### config.mk
export PLATFORM = sky130hd
export DESIGN_NAME = mux_scan_ctrl_flat
export DESIGN_NICKNAME = d
export VERILOG_FILES = /design/src/rtl/mux_scan_pkg.sv /design/src/rtl/mux_scan_ctrl_if.sv /design/src/rtl/mux_scan_timer.sv /design/src/rtl/mux_scan_ctrl.sv /design/src/flat_wrapper.sv
export SDC_FILE = /design/constraint.sdc
export NUM_CORES = 1
export LEC_CHECK = 0
export CELL_PAD_IN_SITES_DETAIL_PLACEMENT = 0
export CELL_PAD_IN_SITES_GLOBAL_PLACEMENT = 1
export CORE_MARGIN = 2
export CORE_UTILIZATION = 42
export CTS_CLUSTER_SIZE = 14
export DETAILED_ROUTE_END_ITERATION = 12
export PLACE_DENSITY = 0.83
export SETUP_SLACK_MARGIN = 0.05
export SLEW_MARGIN = 20
export SYNTH_ARGS = -nofsm -noshare
export SYNTH_HDL_FRONTEND = slang
export SYNTH_SLANG_ARGS = --single-unit
export TNS_END_PERCENT = 30
### constraint.sdc
create_clock -name clk -period 4.8 [get_ports clk]
set_clock_uncertainty 0.15 [all_clocks]
set_input_delay 1.2 -clock clk [delete_from_list [all_inputs] [get_ports clk]]
set_output_delay 1.2 -clock clk [all_outputs]
set_load 0.03 [all_outputs]
### src/rtl/mux_scan_pkg.sv
// Shared types and sizes for the multiplexer scan controller.
package mux_scan_pkg;

    localparam int unsigned NUM_CH = 8;
    localparam int unsigned ADDR_W = 3;
    localparam int unsigned CNT_W  = 4;

    typedef enum logic [1:0] {
        ST_IDLE   = 2'd0,
        ST_SETTLE = 2'd1,
        ST_SAMPLE = 2'd2,
        ST_VALID  = 2'd3
    } state_e;

endpackage

### src/rtl/mux_scan_ctrl_if.sv
// Signal bundle between the scan controller and its requester / multiplexer / consumer.
// With MUX_SCAN_PARITY_EN defined the bundle also carries data_par.
interface mux_scan_ctrl_if;
    import mux_scan_pkg::*;

    logic              start;
    logic              abort;
    logic              mux_en_n;
    logic [ADDR_W-1:0] mux_addr;
    logic              mux_out;
    logic [NUM_CH-1:0] data;
    logic              data_valid;
    logic              data_ready;
    logic              busy;
`ifdef MUX_SCAN_PARITY_EN
    logic              data_par;

    modport master (
        output start, abort, mux_out, data_ready,
        input  mux_en_n, mux_addr, data, data_valid, busy, data_par
    );
    modport slave (
        input  start, abort, mux_out, data_ready,
        output mux_en_n, mux_addr, data, data_valid, busy, data_par
    );
`else
    modport master (
        output start, abort, mux_out, data_ready,
        input  mux_en_n, mux_addr, data, data_valid, busy
    );
    modport slave (
        input  start, abort, mux_out, data_ready,
        output mux_en_n, mux_addr, data, data_valid, busy
    );
`endif

endinterface

### src/rtl/mux_scan_timer.sv
// Settle down-counter: loaded on entry to a channel step, expired during its final settle cycle.
module mux_scan_timer
    import mux_scan_pkg::*;
(
    input  logic             clk,
    input  logic             rst_n,
    input  logic             load,
    input  logic [CNT_W-1:0] value,
    output logic             expired
);

    logic [CNT_W-1:0] count;

    always_ff @(posedge clk or negedge rst_n) begin
        if (!rst_n) begin
            count <= '0;
        end else if (load) begin
            count <= value;
        end else if (count != '0) begin
            count <= count - CNT_W'(1);
        end
    end

    // A load of N gives exactly N settle cycles: the last one sees count==1.
    assign expired = (count <= CNT_W'(1));

endmodule

### src/rtl/mux_scan_ctrl.sv
// Scans an external 8:1 multiplexer channel by channel and presents the assembled word with a valid/ready handshake.
// Optional MUX_SCAN_PARITY_EN adds data_par, the XOR of all data bits, registered with data.
module mux_scan_ctrl
    import mux_scan_pkg::*;
#(
    parameter int unsigned SETTLE_CYCLES = 1
) (
    input logic            clk,
    input logic            rst_n,
    mux_scan_ctrl_if.slave bus
);

    localparam logic [CNT_W-1:0]  SETTLE_LD = CNT_W'(SETTLE_CYCLES);
    localparam logic [ADDR_W-1:0] LAST_CH   = ADDR_W'(NUM_CH - 1);
    localparam state_e            STEP_ST   = (SETTLE_CYCLES == 0) ? ST_SAMPLE : ST_SETTLE;

    state_e            state;
    logic              mux_en_n;
    logic [ADDR_W-1:0] mux_addr;
    logic [NUM_CH-1:0] data;
    logic              data_valid;
    logic              busy;

    logic              begin_scan_c;
    logic              settle_load_c;
    logic              settle_expired_c;

    // New scan accepted from IDLE, or from VALID on the handshake edge; abort always wins.
    always_comb begin
        begin_scan_c  = 1'b0;
        settle_load_c = 1'b0;
        if (!bus.abort) begin
            begin_scan_c  = bus.start &&
                            ((state == ST_IDLE) || ((state == ST_VALID) && bus.data_ready));
            settle_load_c = begin_scan_c || ((state == ST_SAMPLE) && (mux_addr != LAST_CH));
        end
    end

    mux_scan_timer u_timer (
        .clk     (clk),
        .rst_n   (rst_n),
        .load    (settle_load_c),
        .value   (SETTLE_LD),
        .expired (settle_expired_c)
    );

`ifdef MUX_SCAN_PARITY_EN
    logic              data_par;
    logic [NUM_CH-1:0] sampled_c;

    always_comb begin
        sampled_c           = data;
        sampled_c[mux_addr] = bus.mux_out;
    end
`endif

    always_ff @(posedge clk or negedge rst_n) begin
        if (!rst_n) begin
            state      <= ST_IDLE;
            mux_en_n   <= 1'b1;
            mux_addr   <= '0;
            data       <= '0;
            data_valid <= 1'b0;
            busy       <= 1'b0;
`ifdef MUX_SCAN_PARITY_EN
            data_par   <= 1'b0;
`endif
        end else if (bus.abort) begin
            state      <= ST_IDLE;
            mux_en_n   <= 1'b1;
            mux_addr   <= '0;
            data_valid <= 1'b0;
            busy       <= 1'b0;
        end else if (begin_scan_c) begin
            state      <= STEP_ST;
            mux_en_n   <= 1'b0;
            mux_addr   <= '0;
            data_valid <= 1'b0;
            busy       <= 1'b1;
        end else begin
            case (state)
                ST_SETTLE: begin
                    if (settle_expired_c) begin
                        state <= ST_SAMPLE;
                    end
                end
                ST_SAMPLE: begin
                    data[mux_addr] <= bus.mux_out;
`ifdef MUX_SCAN_PARITY_EN
                    data_par       <= ^sampled_c;
`endif
                    if (mux_addr == LAST_CH) begin
                        state      <= ST_VALID;
                        mux_en_n   <= 1'b1;
                        data_valid <= 1'b1;
                    end else begin
                        mux_addr <= mux_addr + ADDR_W'(1);
                        state    <= STEP_ST;
                    end
                end
                ST_VALID: begin
                    if (bus.data_ready) begin
                        state      <= ST_IDLE;
                        data_valid <= 1'b0;
                        mux_addr   <= '0;
                        busy       <= 1'b0;
                    end
                end
                default: begin
                end
            endcase
        end
    end

    assign bus.mux_en_n   = mux_en_n;
    assign bus.mux_addr   = mux_addr;
    assign bus.data       = data;
    assign bus.data_valid = data_valid;
    assign bus.busy       = busy;
`ifdef MUX_SCAN_PARITY_EN
    assign bus.data_par   = data_par;
`endif

endmodule

### src/flat_wrapper.sv
// flat-port wrapper written by rule: the top's interface ports become plain ports
module mux_scan_ctrl_flat import mux_scan_pkg::*;
#(
    parameter int unsigned SETTLE_CYCLES = 1
)
  (clk, rst_n, bus_start, bus_abort, bus_mux_out, bus_data_ready, bus_mux_en_n, bus_mux_addr, bus_data, bus_data_valid, bus_busy);
  mux_scan_ctrl_if bus_i ();
  input logic clk;
  input logic rst_n;
  input wire logic [$bits(bus_i.start)-1:0] bus_start;
  input wire logic [$bits(bus_i.abort)-1:0] bus_abort;
  input wire logic [$bits(bus_i.mux_out)-1:0] bus_mux_out;
  input wire logic [$bits(bus_i.data_ready)-1:0] bus_data_ready;
  output wire logic [$bits(bus_i.mux_en_n)-1:0] bus_mux_en_n;
  output wire logic [$bits(bus_i.mux_addr)-1:0] bus_mux_addr;
  output wire logic [$bits(bus_i.data)-1:0] bus_data;
  output wire logic [$bits(bus_i.data_valid)-1:0] bus_data_valid;
  output wire logic [$bits(bus_i.busy)-1:0] bus_busy;
  assign bus_i.start = bus_start;
  assign bus_i.abort = bus_abort;
  assign bus_i.mux_out = bus_mux_out;
  assign bus_i.data_ready = bus_data_ready;
  assign bus_mux_en_n = bus_i.mux_en_n;
  assign bus_mux_addr = bus_i.mux_addr;
  assign bus_data = bus_i.data;
  assign bus_data_valid = bus_i.data_valid;
  assign bus_busy = bus_i.busy;
  mux_scan_ctrl #(.SETTLE_CYCLES(SETTLE_CYCLES)) u_core (.clk(clk), .rst_n(rst_n), .bus(bus_i));
endmodule
==> flow_summary.html <==
<table>
<tr><th>Metric</th><th>Value</th></tr>
<tr><th colspan="2">Cells and area</th></tr>
<tr><td>Number of filler instances in the final layout</td><td>238</td></tr>
<tr><td>Area taken by multi-input logic gates</td><td>515.5 sq um</td></tr>
<tr><td>Nets@finish</td><td>131</td></tr>
<tr><td>ANT cells</td><td>0</td></tr>
<tr><td>Share of cells above drive strength 1</td><td>0.07500</td></tr>
<tr><td>P&amp;R area growth vs syn</td><td>23.17%</td></tr>
<tr><td>Flip-flop and latch area</td><td>501.7 sq um</td></tr>
<tr><td>Area of all placed cells without fillers</td><td>0.001304 sq mm</td></tr>
<tr><th colspan="2">Setup path</th></tr>
<tr><td>Crit. End Element</td><td>output port</td></tr>
<tr><td>Class of the most critical setup path</td><td>reg2out</td></tr>
<tr><td>Number of buffer and inverter stages on the critical path</td><td>1</td></tr>
<tr><td>Critical path data required time</td><td>3.45 ns</td></tr>
<tr><td>Startpoint Class</td><td>register</td></tr>
<tr><td>Cell count of the worst reg-to-reg path</td><td>5</td></tr>
<tr><td>Setup slack on the worst flop-to-flop path</td><td>2.76 ns</td></tr>
<tr><td>Origin of the critical flop-to-flop path</td><td>u_core.bus.mux_addr[0]</td></tr>
<tr><td>Capturing point of the worst reg2reg path</td><td>u_core.u_timer.count[0]</td></tr>
<tr><td>Largest delay share family, worst path</td><td>buffers and inverters</td></tr>
<tr><td>Delay of the slowest critical-path stage</td><td>0.66 ns</td></tr>
<tr><td>Highest-delay cell along the critical path</td><td>sky130_fd_sc_hd__clkdlybuf4s50_1</td></tr>
<tr><td>Worst endpoint data arrival time</td><td>1.51 ns</td></tr>
<tr><td>CP Cell Sequence</td><td>clkdlybuf4s50_1</td></tr>
<tr><td>Biggest fanout along the worst timing path</td><td>2</td></tr>
<tr><th colspan="2">GRT</th></tr>
<tr><td>Wire length of the first global-routing pass</td><td>3.222 mm</td></tr>
<tr><td>Antenna violations before repair</td><td>0</td></tr>
<tr><td>Global router's overall resource usage</td><td>0.1541</td></tr>
<tr><td>Overflow left after global routing</td><td>0</td></tr>
<tr><td>Via count of the first global-routing pass</td><td>730</td></tr>
<tr><td>Maximum number of pins on one net before global-route repair</td><td>21</td></tr>
<tr><th colspan="2">Power</th></tr>
<tr><td>Cell Int Power</td><td>309.4 uW</td></tr>
<tr><td>Switching share of power</td><td>0.3375</td></tr>
<tr><td>Power spent charging and discharging nets</td><td>157.6 uW</td></tr>
<tr><td>Seq pwr share</td><td>0.487</td></tr>
<tr><td>Leakage</td><td>0.5774 nW</td></tr>
<tr><td>Post-layout power</td><td>466.9 uW</td></tr>
<tr><td>Pwr/cell area</td><td>358.1 mW/mm^2</td></tr>
<tr><td>Combinational Power Share</td><td>0.305</td></tr>
<tr><td>Part of the total power dissipated in the clock network</td><td>0.208</td></tr>
<tr><td>Peak ir drop on the vdd network</td><td>0.2015 mV</td></tr>
<tr><th colspan="2">Drt</th></tr>
<tr><td>Number of vias after detailed routing</td><td>805</td></tr>
<tr><td>Vias/cell</td><td>5.367</td></tr>
<tr><td>Total DRC errors in the routed layout</td><td>0</td></tr>
<tr><td>DRT antenna net count</td><td>0</td></tr>
<tr><td>DR WL/cell</td><td>13.30 um</td></tr>
<tr><td>First DRT Iteration DRCs</td><td>7</td></tr>
<tr><td>DRT Pass-1 Iters</td><td>4</td></tr>
<tr><td>Aggregate routed wire length</td><td>1.995 mm</td></tr>
<tr><th colspan="2">Timing</th></tr>
<tr><td>Final Hold Violating Endpoints</td><td>0</td></tr>
<tr><td>Setup TNS Final</td><td>0 ns</td></tr>
<tr><td>Peak Freq</td><td>350.0 MHz</td></tr>
<tr><td>Transition time of the tightest slew-check pin</td><td>0.9057 ns</td></tr>
<tr><td>Final worst setup slack</td><td>1.943 ns</td></tr>
<tr><td>Setup repair after global routing missed its margin</td><td>false</td></tr>
<tr><td>Final Setup Violations</td><td>0</td></tr>
<tr><td>Final worst path period need</td><td>2.857 ns</td></tr>
<tr><td>Slew margin rel.</td><td>0.3943</td></tr>
<tr><td>Tcrit/Tclk final</td><td>0.5952</td></tr>
<tr><td>Number of pins with negative max-slew slack in the final report</td><td>0</td></tr>
<tr><td>Hold WS</td><td>0.3506 ns</td></tr>
<tr><th colspan="2">Floorplanning</th></tr>
<tr><td>Die X</td><td>54.20 um</td></tr>
<tr><td>Total I/O pin count</td><td>20</td></tr>
<tr><td>CORE AREA</td><td>0.002432 sq mm</td></tr>
<tr><td>Total die area</td><td>0.002938 sq mm</td></tr>
<tr><td>FP Rows</td><td>18</td></tr>
<tr><td>Initial core utilization</td><td>0.4352</td></tr>
<tr><td>Vertical die dimension</td><td>54.20 um</td></tr>
<tr><th colspan="2">Clock network</th></tr>
<tr><td>Post-CTS sizing</td><td>0</td></tr>
<tr><td>CTS H-tree lvls</td><td>1</td></tr>
<tr><td>Clock-pin slew on the worst setup and hold paths</td><td>0.11 ns</td></tr>
<tr><td>Count of hold-fix buffers inserted at cts</td><td>0</td></tr>
<tr><td>Library cell used as clock root buffer</td><td>sky130_fd_sc_hd__clkbuf_4</td></tr>
<tr><td>TritonCTS clock tree</td><td>done</td></tr>
<tr><td>Source-to-sink clock delay at the later pin of the worst-skew pair</td><td>0.29 ns</td></tr>
<tr><td>Buffers inserted during post-CTS setup optimization</td><td>0</td></tr>
<tr><td>Number of clock sinks</td><td>20</td></tr>
<tr><td>Max clock buf depth</td><td>2</td></tr>
<tr><td>Clock buffers created by TritonCTS</td><td>3</td></tr>
<tr><th colspan="2">Synthesis</th></tr>
<tr><td>Library cell occupying the most area in the post-synthesis netlist</td><td>sky130_fd_sc_hd__dfrtp_1</td></tr>
<tr><td>Most frequent cell after synthesis</td><td>sky130_fd_sc_hd__dfrtp_1</td></tr>
<tr><td>Total of warnings raised by yosys</td><td>0</td></tr>
<tr><td>Distinct cell type count of the synthesized netlist</td><td>32</td></tr>
<tr><td>Most common library cells after synthesis</td><td>19 x sky130_fd_sc_hd__dfrtp_1, 12 x sky130_fd_sc_hd__nand2_1, 7 x sky130_fd_sc_hd__nor2_1</td></tr>
<tr><td>Net count after synthesis</td><td>109</td></tr>
<tr><td>Cells after synthesis</td><td>99</td></tr>
<tr><td>Share of flip-flops with an asynchronous set or reset</td><td>1.000</td></tr>
<tr><td>Share of Yosys cell area claimed by the top area cell type</td><td>0.4492</td></tr>
<tr><td>Share of the yosys chip area belonging to registers</td><td>0.4740</td></tr>
<tr><td>Leading cell types by total area after synthesis</td><td>sky130_fd_sc_hd__dfrtp_1 45%, sky130_fd_sc_hd__mux2_1 6.4%, sky130_fd_sc_hd__ha_1 4.7%, sky130_fd_sc_hd__nand2_1 4.3%, sky130_fd_sc_hd__mux2_4 2.8%</td></tr>
<tr><td>Syn_area_per_cell</td><td>10.69 sq um</td></tr>
<tr><td>Mapped Area</td><td>0.001059 sq mm</td></tr>
<tr><td>Number of enable-type register cells in the synthesized netlist</td><td>0</td></tr>
<tr><td>#FFs+latches synth</td><td>20</td></tr>
<tr><td>Dominant synthesized flop cell</td><td>sky130_fd_sc_hd__dfrtp_1</td></tr>
<tr><th colspan="2">Placed design</th></tr>
<tr><td>Input/output buffers</td><td>19</td></tr>
<tr><td>Worst Setup Slack post-DPL</td><td>1.925 ns</td></tr>
<tr><td>Gpl congestion</td><td>0.8095</td></tr>
<tr><td>Sum of net half-perimeters after detailed placement</td><td>1.492 mm</td></tr>
<tr><td>DP Area</td><td>0.001267 sq mm</td></tr>
<tr><th colspan="2">Outcome</th></tr>
<tr><td>Result of the run</td><td>finished clean</td></tr>
<tr><th colspan="2">Worst hold path</th></tr>
<tr><td>Hold Startpoint</td><td>u_core.bus.data[0]</td></tr>
<tr><td>Min-Delay Path Class</td><td>reg2reg</td></tr>
<tr><td>Cell depth of the worst hold path</td><td>1</td></tr>
<tr><td>Worst min-delay path endpoint</td><td>u_core.bus.data[0]</td></tr>
<tr><th colspan="2">Job</th></tr>
<tr><td>Count of max-cap constraint violations</td><td>0</td></tr>
</table>
## worst register-to-register path: stages, from the launching register on
cell                       delay (ns)
sky130_fd_sc_hd__dfrtp_1         0.48
sky130_fd_sc_hd__ha_1            0.24
sky130_fd_sc_hd__ha_1            0.23
sky130_fd_sc_hd__or3b_1          0.38
sky130_fd_sc_hd__a31oi_1         0.35
sky130_fd_sc_hd__nand2b_1        0.16
## routing by layer
metal / global-route usage / wire length [um]
met5: 0 / 0
met2: 0.2349 / 902
met1: 0.2091 / 960
met3: 0.02778 / 102
met4: 0.07500 / 29
## power groups by stage
stage	clock network, mW	logic (mW)	registers (mW)
after global placement	0	0.140	0.229
after floorplan	0	0.0999	0.233
after detailed placement	0	0.147	0.230
final	0.0971	0.142	0.227
after global routing	0.108	0.159	0.232
after CTS	0.102	0.145	0.227
## kinds of logic after synthesis
kind of cell / share of synthesized area
adders and majority gates: 0.04728
muxes: 0.1123
xor gates and xnor gates: 0.008276
buffers and inverters: 0.03901
AOI/OAI and AO/OA: 0.1147
DFF: 0.4740
and+or+nand+nor: 0.2045
## registers in the layout (all words and copies together), names as in the netlist
register               count
u_core.bus.busy            1
u_core.bus.mux_addr        3
u_core.bus.mux_en_n        1
u_core.state               2
u_core.bus.data_valid      1
u_core.u_timer.count       4
u_core.bus.data            8
## how the worst max path moves through the flow
| stage | startpoint | slack, ns | depth (start not counted) | to |
|---|---|---|---|---|
| 2_1_floorplan | bus_abort | 2.61 | 3 | u_core.bus.data[7] |
| 3_3_place_gp | bus_abort | 1.97 | 4 | u_core.bus.data[7] |
| 3_5_place_dp | bus_abort | 1.92 | 4 | u_core.bus.data[7] |
| 4_1_cts | u_core.bus.mux_en_n | 1.93 | 1 | bus_mux_en_n |
| 5_1_grt | u_core.bus.mux_addr[1] | 1.89 | 1 | bus_mux_addr[1] |
| 6_report | u_core.bus.mux_en_n | 1.94 | 1 | bus_mux_en_n |
## layout by cell type, fill, tap and decap left out, types with 4 or more instances in the layout
master	instances
sky130_fd_sc_hd__nand2_1	12
sky130_fd_sc_hd__inv_1	6
sky130_fd_sc_hd__nor2b_1	4
sky130_fd_sc_hd__mux2_1	6
sky130_fd_sc_hd__clkdlybuf4s50_1	19
sky130_fd_sc_hd__ha_1	4
sky130_fd_sc_hd__a21oi_1	5
sky130_fd_sc_hd__dfrtp_1	19
sky130_fd_sc_hd__nor2_1	7
## stage by stage
step,util,cells
2_1_floorplan,-,99
3_3_place_gp,0.5211,146
3_5_place_dp,0.5211,146
4_1_cts,0.5360,150
5_1_grt,0.5360,150
6_report,0.5360,150
## cell type report
cell class / instances / area share
Tap cell: 30 / 0.02879
Clock buffer: 4 / 0.02783
Multi-Input combinational cell: 71 / 0.3954
Inverter: 6 / 0.01727
Sequential cell: 20 / 0.3848
Timing Repair Buffer: 19 / 0.1459
(Power assumes the default switching activity.)
==> patch (config.mk and constraints unchanged) <==
The 4 states of `state_e` get a Gray code encoding in 2 bits.
--- a/src/rtl/mux_scan_pkg.sv
+++ b/src/rtl/mux_scan_pkg.sv
@@ -8,6 +8,6 @@
     typedef enum logic [1:0] {
-        ST_IDLE   = 2'd0,
-        ST_SETTLE = 2'd1,
-        ST_SAMPLE = 2'd2,
-        ST_VALID  = 2'd3
+        ST_IDLE   = 2'b00,
+        ST_SETTLE = 2'b01,
+        ST_SAMPLE = 2'b11,
+        ST_VALID  = 2'b10
     } state_e;
Formal check against the unedited RTL: no difference found for any inputs over 10 cycles, from zero or initial values and one cycle with rst_n low; not proved beyond that.
==> patch against the original RTL <==
- synthesized cell count decreased by 7.1%
- clock power up 1%
- worst setup slack worse by 0.086 ns
- synthesized area up 0.24%
- power fell by 3.4%
- cell area down 0.58%
- routed wire length is 4.6% lower
- core utilization decreased by 0.31 points
- combinational power down 7%
- sequential cell count unchanged
- fmax down 2.9%
- count of clock-buffer cells in the layout is the same
- die area is 0.22% higher
- critical endpoint is now bus_mux_addr[1]
- highest routed layer unchanged
==> patch: results (changes against the original RTL) <==
Min path
For hold timing, the worst endpoint is u_core.bus.data[4]. The launch point of the worst hold path is u_core.bus.data[4]. The type of the most critical hold path is register to register.

GRT
The total track usage is 14.7% (-0.67 points). The via count of the first global-routing pass is 674 (-7.7%). The global-route wire length before repair is 3040 um (-5.6%). The number of antenna violations at the first check in global routing is 0 (unchanged).

Setup path
The slowest stage of the critical path is the sky130_fd_sc_hd__clkdlybuf4s50_1 cell. The reg-to-reg endpoint is u_core.u_timer.count[0]. The worst setup slack for register-to-register paths was 2.78 ns (+0.02 ns). The startpoint of the worst-slack reg-to-reg timing path is u_core.bus.mux_addr[1]. The data arrival time of the worst path is 1.59 ns (+0.08 ns). The depth of the most critical reg-to-reg path is 5 (unchanged). The critical path's largest stage delay was 0.74 ns (+0.08 ns).

The critical-path maximum fanout came to 11 (+9).

Routing
The post-detailed-routing wire length came to 1900 um (-4.6%). The average vias per placed instance was 5.26 (-1.9%). The detail-routed net length per standard cell was 13.5 um (+1.5%).

The first-iteration detailed-routing DRC count is 8 (+1). The number of search-and-repair iterations in the first detailed-routing pass is 3 (-1).

CTS
The buffer depth of the longest clock path came to 2 (unchanged). In this run the clock root is driven by a sky130_fd_sc_hd__clkbuf_4. The H-tree depth is 1 (unchanged). The post-cts resize count is 0 (unchanged). The number of CTS-inserted buffers is 3 (unchanged).

Synth
The number of nets in the synthesized netlist was 102 (-6.4%). Sorting the synthesized cells by area gives the leading types as sky130_fd_sc_hd__dfrtp_1, sky130_fd_sc_hd__mux2_2, sky130_fd_sc_hd__ha_1. The number of cells produced by synthesis is 92 (-7.1%). Sorting the synthesized cells by how often they occur yields sky130_fd_sc_hd__dfrtp_1, sky130_fd_sc_hd__mux2_2, sky130_fd_sc_hd__nor2_1. The count of unique library cells instantiated by Yosys is 34 (+6.3%). Among all flip-flop cells after synthesis, the most frequent one is sky130_fd_sc_hd__dfrtp_1. The count of warnings emitted by yosys is 0 (unchanged). The share of synthesized area occupied by flip-flops and latches came to 47.3% (-0.11 points).

STA
The final setup slack of the worst path is 1.86 ns (-0.0860 ns). The measured slew at the worst slew-check pin was 0.893 ns (-0.0128 ns). The minimum hold slack is 0.355 ns (+0.00483 ns).

Pwr
The maximum ir drop on the vdd rail is 248 uV (+23%). The reported leakage power is 0.595 nW (+3.0%).

Layout
The count of nets after finishing is 122 (-6.9%). The ratio of cells with drive above 1 in the final layout came to 17.1% (+9.6 points). The final antenna diode count is 0 (unchanged).

Placed design
The weighted congestion at the end of routability-driven global placement is 0.753 (-6.9%). The pre-CTS worst setup slack is 1.84 ns (-0.0819 ns). The area after detailed placement is 1260 um^2 (-0.59%). The cell count after placement is 137 (-6.2%). The placed wire-length estimate after detailed placement is 1400 um (-6.0%).

Outcome
The run finished with clean final reports.
-- patch: worst max-delay path by stage --
stage	endpoint	from
after floorplan	u_core.bus.data[5]	bus_abort
after global placement	u_core.bus.data[5]	bus_abort
after detailed placement	u_core.bus.data[3]	bus_abort
after CTS	bus_mux_addr[1]	u_core.bus.mux_addr[1]
after global routing	bus_mux_addr[1]	u_core.bus.mux_addr[1]
final	bus_mux_addr[1]	u_core.bus.mux_addr[1]
-- patch: final cells by class --
| type | count | area (um^2) |
|---|---|---|
| Clock buffer | 4 | 36.3 |
| Fill cell | 221 | 1140 |
| Inverter | 5 | 18.8 |
| Multi-Input combinational cell | 63 | 512 |
| Sequential cell | 20 | 502 |
| Tap cell | 30 | 37.5 |
| Timing Repair Buffer | 19 | 190 |
-- patch: per-layer routing --
metal,global-route usage (%),wire length [um],vias up
met3,2.46,51,4
met1,19.4,903,361
met5,0,0,-
met2,22.7,908,9
met4,8.75,40,0
li1,-,-,368
-- patch: cells by family (layout without fill, tap and decap cells) --
group,count (synthesis),in the layout,share of synthesized area (%)
xor gates and xnor gates,1,1,0.826
DFF,20,20,47.3
AOI/OAI and AO/OA,15,15,10.7
and+or+nand+nor,30,30,18.4
buffers and inverters,9,28,4.48
adders and majority gates,4,4,4.72
muxes,13,13,13.6
-- patch: report_power, final --
part           internal [mW]  total, mW  switching [mW]
Combinational         0.0684      0.132          0.0637
Clock                 0.0463     0.0981          0.0519
Sequential             0.194      0.221          0.0273
